[src/rtl/ureg_pkg.sv]
// Shared mode encoding and a width-generic reference next-state function
// for the universal shift register.
package ureg_pkg;

    typedef enum logic [2:0] {
        MODE_HOLD = 3'd0,
        MODE_LOAD = 3'd1,
        MODE_SHL  = 3'd2,
        MODE_SHR  = 3'd3,
        MODE_ASR  = 3'd4,
        MODE_ROL  = 3'd5,
        MODE_ROR  = 3'd6,
        MODE_CLR  = 3'd7
    } mode_e;

    localparam int unsigned MAX_W = 64;

    typedef struct packed {
        logic [MAX_W-1:0] q;
        logic             sout;
    } next_t;

    // Operates on the low w bits of a MAX_W container; upper bits stay zero.
    function automatic next_t next_state(input mode_e mode, input logic [MAX_W-1:0] q,
                                         input logic [MAX_W-1:0] di, input logic sin,
                                         input logic sout, input int unsigned w);
        next_t            r;
        logic [MAX_W-1:0] mask;
        logic             msb;
        logic             lsb;
        mask   = (w >= MAX_W) ? '1 : ((MAX_W'(1) << w) - MAX_W'(1));
        msb    = q[w-1];
        lsb    = q[0];
        r.q    = q;
        r.sout = sout;
        case (mode)
            MODE_HOLD: ;
            MODE_LOAD: r.q = di & mask;
            MODE_SHL: begin
                r.q    = ((q << 1) | MAX_W'(sin)) & mask;
                r.sout = msb;
            end
            MODE_SHR: begin
                r.q    = (q >> 1) | (MAX_W'(sin) << (w - 1));
                r.sout = lsb;
            end
            MODE_ASR: begin
                r.q    = (q >> 1) | (MAX_W'(msb) << (w - 1));
                r.sout = lsb;
            end
            MODE_ROL: begin
                r.q    = ((q << 1) | MAX_W'(msb)) & mask;
                r.sout = msb;
            end
            MODE_ROR: begin
                r.q    = (q >> 1) | (MAX_W'(lsb) << (w - 1));
                r.sout = lsb;
            end
            MODE_CLR: begin
                r.q    = '0;
                r.sout = 1'b0;
            end
            default: ;
        endcase
        return r;
    endfunction

endpackage

[src/rtl/ureg_next.sv]
// Combinational next-state mux: one operation per mode on the current q.
module ureg_next
    import ureg_pkg::*;
#(
    parameter int unsigned W = 8
) (
    input  logic [2:0]   mode,
    input  logic [W-1:0] q,
    input  logic [W-1:0] di,
    input  logic         sin,
    input  logic         sout,
    output logic [W-1:0] q_next,
    output logic         sout_next
);

    always_comb begin
        q_next    = q;
        sout_next = sout;
        case (mode_e'(mode))
            MODE_HOLD: ;
            MODE_LOAD: q_next = di;
            MODE_SHL: begin
                q_next    = {q[W-2:0], sin};
                sout_next = q[W-1];
            end
            MODE_SHR: begin
                q_next    = {sin, q[W-1:1]};
                sout_next = q[0];
            end
            MODE_ASR: begin
                q_next    = {q[W-1], q[W-1:1]};
                sout_next = q[0];
            end
            MODE_ROL: begin
                q_next    = {q[W-2:0], q[W-1]};
                sout_next = q[W-1];
            end
            MODE_ROR: begin
                q_next    = {q[0], q[W-1:1]};
                sout_next = q[0];
            end
            MODE_CLR: begin
                q_next    = '0;
                sout_next = 1'b0;
            end
            default: ;
        endcase
    end

endmodule

[src/rtl/ureg_shift.sv]
// Universal register: parallel load, logical/arithmetic shift, rotate, clear,
// with clock enable, async active-low reset and a zero flag.
module ureg_shift #(
    parameter int unsigned   W       = 8,
    parameter logic [W-1:0]  RST_VAL = '0
) (
    input  logic         clk,
    input  logic         rst_n,
    input  logic         en,
    input  logic [2:0]   mode,
    input  logic [W-1:0] di,
    input  logic         sin,
    output logic [W-1:0] q,
    output logic         sout,
    output logic         zero
);

    logic [W-1:0] q_next;
    logic         sout_next;

    ureg_next #(.W(W)) u_next (
        .mode      (mode),
        .q         (q),
        .di        (di),
        .sin       (sin),
        .sout      (sout),
        .q_next    (q_next),
        .sout_next (sout_next)
    );

    always_ff @(posedge clk or negedge rst_n) begin
        if (!rst_n) begin
            q    <= RST_VAL;
            sout <= 1'b0;
        end else if (en) begin
            q    <= q_next;
            sout <= sout_next;
        end
    end

    assign zero = (q == '0);

endmodule
[config.mk]
export PLATFORM = sky130hd
export DESIGN_NAME = ureg_shift
export DESIGN_NICKNAME = d
export VERILOG_FILES = /design/src/rtl/ureg_pkg.sv /design/src/rtl/ureg_next.sv /design/src/rtl/ureg_shift.sv
export SDC_FILE = /design/constraint.sdc
export NUM_CORES = 1
export LEC_CHECK = 0
export CAP_MARGIN = 20
export CORE_MARGIN = 3
export CORE_UTILIZATION = 44
export CTS_CLUSTER_DIAMETER = 50
export DETAILED_ROUTE_END_ITERATION = 6
export MAX_ROUTING_LAYER = met4
export PLACE_DENSITY = 0.77
export RECOVER_POWER = 100
export SLEW_MARGIN = 10
export SYNTH_ARGS = -nofsm -noshare
export SYNTH_HDL_FRONTEND = slang
export SYNTH_SLANG_ARGS = --single-unit
export TNS_END_PERCENT = 50
[constraint.sdc]
create_clock -name clk -period 1.67 [get_ports clk]
set_input_delay 0.334 -clock clk [delete_from_list [all_inputs] [get_ports clk]]
set_output_delay 0.334 -clock clk [all_outputs]
set_load 0.005 [all_outputs]
==> run summary <==
Die H -> 47.3 µm
Ranking of synthesized cells by area -> dfrtp_1, a21oi_1, nand2_1
DIE AREA -> 2240 µm²
Post-synthesis cell type count -> 27
Failing checks -> setup timing
First-pass GRT wire length -> 3.95 mm
Final WL -> 2.47 mm
CP cell instances -> or4_1, nor2_1, buf_2
Net count after synthesis -> 114
Sw Pwr -> 293 µW
Filler Cell Count -> 128
Share of the synthesized area in the top cell type -> 30.0%
Worst path max stage delay -> 530 ps
Final hold vios -> 0
Clock Sink Count -> 9
Yosys reg bits -> 9
Register area share after synthesis -> 30.0%
Required @ worst endpoint -> 1340 ps
Reg2reg start -> q[6]$_DFFE_PN0P_
1st-iter DRT viols -> 38
Highest metal used -> met4
CTS Hold Bufs -> 0
Routed wire length on met3 -> 178 µm
Clock group share of total power -> 19.8%
Syn avg cell area -> 7.60 µm²
Cts bufs inserted -> 3
H-Tree Depth -> 1
Layout Skew -> 3.97 ps
Max-slew headroom -> 69.9%
Static leakage -> 0.483 nW
CP startpoint kind -> flop
Synth warn -> 0
Finish-stage setup viols -> 1
Fmax achieved -> 589 MHz
Combinational share of power -> 48.4%
Kind of critical path -> flop to output pin
Wirelength per Cell -> 15.6 µm
Clock transition at path regs -> 60 ps
Max cap viols -> 0
R2R depth -> 5
RSZ-0062 raised after global routing -> yes
Vias per std cell -> 5.90
Pint -> 573 µW
Area leader, netlist -> dfrtp_1
Vias in the first global route -> 942
Slack of the critical path -> -27.9 ps
1st-pass router iterations -> 4
Hold slack -> 451 ps
Pin count of the biggest net entering global routing -> 11
Routability cong. -> 0.826
Multi-input combinational cell area -> 459 µm²
Most frequent cells in the layout -> clkdlybuf4s50_1, buf_4, nand2_1
Fraction of layout cells with a size suffix above 1 -> 18.3%
CP Capture Type -> output pin
Power density cells -> 769 nW/µm²
Antenna violations before repair -> 0
Mapped Area -> 752 µm²
Critical-path top delay cell -> or4_1
Fin crit share -> 102%
Worst-Skew Late Latency -> 260 ps
Drt drc -> 0
Antenna fix cells -> 0
Reg power frac -> 31.7%
GRT Overall Usage -> 25.5%
Fin. max-slew vios -> 0
Met2 Routed Length -> 1.27 mm
PnR Total Power -> 866 µW
Pin slew with the least headroom to its limit -> 450 ps
Fin crit period -> 1700 ps
Clock tree buffer depth -> 2
Die Width -> 47.3 µm
Outcome -> finished with violations
Core area -> 1560 µm²
Most common cell after layout, fill and taps aside -> clkdlybuf4s50_1
Io pins -> 25
Post-Synthesis Cells -> 99
Area taken by flip-flops and latches -> 225 µm²
Final net count -> 158
Flop2flop setup slack -> 290 ps
Hpwl dp -> 1.92 mm
DR vias -> 932
Remaining antenna violation count -> 0
IO Port Bufs -> 24
Cell Rows -> 14
Maximum VDD drop -> 658 µV
P&R area growth vs syn -> 49.9%
Max Fanout on Critical Path -> 2
Grt ovf -> 0
Starting Density -> 48.2%
Endpoint of the worst register-to-register path -> q[7]$_DFFE_PN0P_
Arrival @ worst endpoint -> 1360 ps
CTS Root Buffer Type -> clkbuf_4
CTS tree -> done
Crit path to -> zero
Pre-CTS setup slack -> -157 ps
Switch share -> 33.9%
Min-delay worst type -> primary input to async pin
Critical path origin -> q[1]$_DFFE_PN0P_
WL met1 -> 994 µm
[stage by stage]
step	instance area, µm²	TNS [ps]	utilization (%)	cells
detailed placement	1110	-727	71.4	153
floorplan	752	0	-	99
global route	1130	-94.5	72.3	158
global placement	1110	-664	71.4	153
CTS	1140	-43.5	73.2	158
finish	1130	-27.9	72.3	158
[area by class of cell]
| cell class | instances | share of cell area [%] |
|---|---|---|
| Timing Repair Buffer | 47 | 34.9 |
| Tap cell | 16 | 1.78 |
| Inverter | 1 | 0.333 |
| Multi-Input combinational cell | 81 | 40.7 |
| Sequential cell | 9 | 20.0 |
| Clock buffer | 4 | 2.33 |
[sequential cells by signal (all words and copies together) (netlist names)]
| signal | flops |
|---|---|
| q | 8 |
| sout | 1 |
[routing by layer]
layer  track usage (%)  vias to the layer above
li1                  -                      450
met1              29.6                      440
met2              42.0                       38
met3              5.75                        4
met4              9.94                        0
met5                 -                        -
[power by group through the flow]
stage,Combinational (mW),Clock (mW),Sequential [mW]
global placement,0.414,0,0.276
CTS,0.430,0.172,0.275
finish,0.420,0.172,0.275
floorplan,0.157,0,0.311
global route,0.461,0.179,0.278
detailed placement,0.424,0,0.278
[cell usage after synthesis, drive strengths merged]
| library cell | count |
|---|---|
| a211o | 1 |
| a211oi | 1 |
| a21boi | 1 |
| a21oi | 13 |
| a311o | 1 |
| a31oi | 6 |
| buf | 8 |
| dfrtp | 9 |
| inv | 1 |
| mux2i | 4 |
| nand2 | 14 |
| nand2b | 3 |
| nand3 | 1 |
| nand3b | 5 |
| nor2 | 12 |
| nor2b | 3 |
| nor3 | 1 |
| o21ai | 4 |
| o221a | 1 |
| o22ai | 6 |
| o31a | 1 |
| o31ai | 1 |
| or4 | 2 |
[how the worst min path moves through the flow]
| stage | startpoint | to | depth (start not counted) |
|---|---|---|---|
| 2_1_floorplan | rst_n | q[0]$_DFFE_PN0P_ | 0 |
| 3_3_place_gp | sout$_DFFE_PN0P_ | sout$_DFFE_PN0P_ | 2 |
| 3_5_place_dp | sout$_DFFE_PN0P_ | sout$_DFFE_PN0P_ | 2 |
| 4_1_cts | rst_n | q[5]$_DFFE_PN0P_ | 1 |
| 5_1_grt | rst_n | q[5]$_DFFE_PN0P_ | 1 |
| 6_report | rst_n | q[5]$_DFFE_PN0P_ | 1 |
[logic make-up (layout without fill, tap and decap cells)]
group,Yosys count,count (layout),synth area share (%)
AO/OA/AOI/OAI,36,36,29.5
buffers and inverters,9,52,8.98
flip-flops,9,9,30.0
multiplexers,4,4,5.32
AND/OR/NAND/NOR,41,41,26.3
[what timing repair did]
item | CTS | global route
gates cloned | 0 | 0
resized for setup | 5 | 0
endpoints found under the hold margin | 0 | 0
pin swaps | 2 | 3
endpoints found under the setup margin | 1 | 1
setup buffers | 1 | 0
[critical path: cells and delay by family, from the launching register on]
kind / cells / cell delay, ps
AND/OR/NAND/NOR: 2 / 620
flip-flops: 1 / 380
buffers and inverters: 1 / 110
Note: power is estimated with default switching activity, not from simulation.
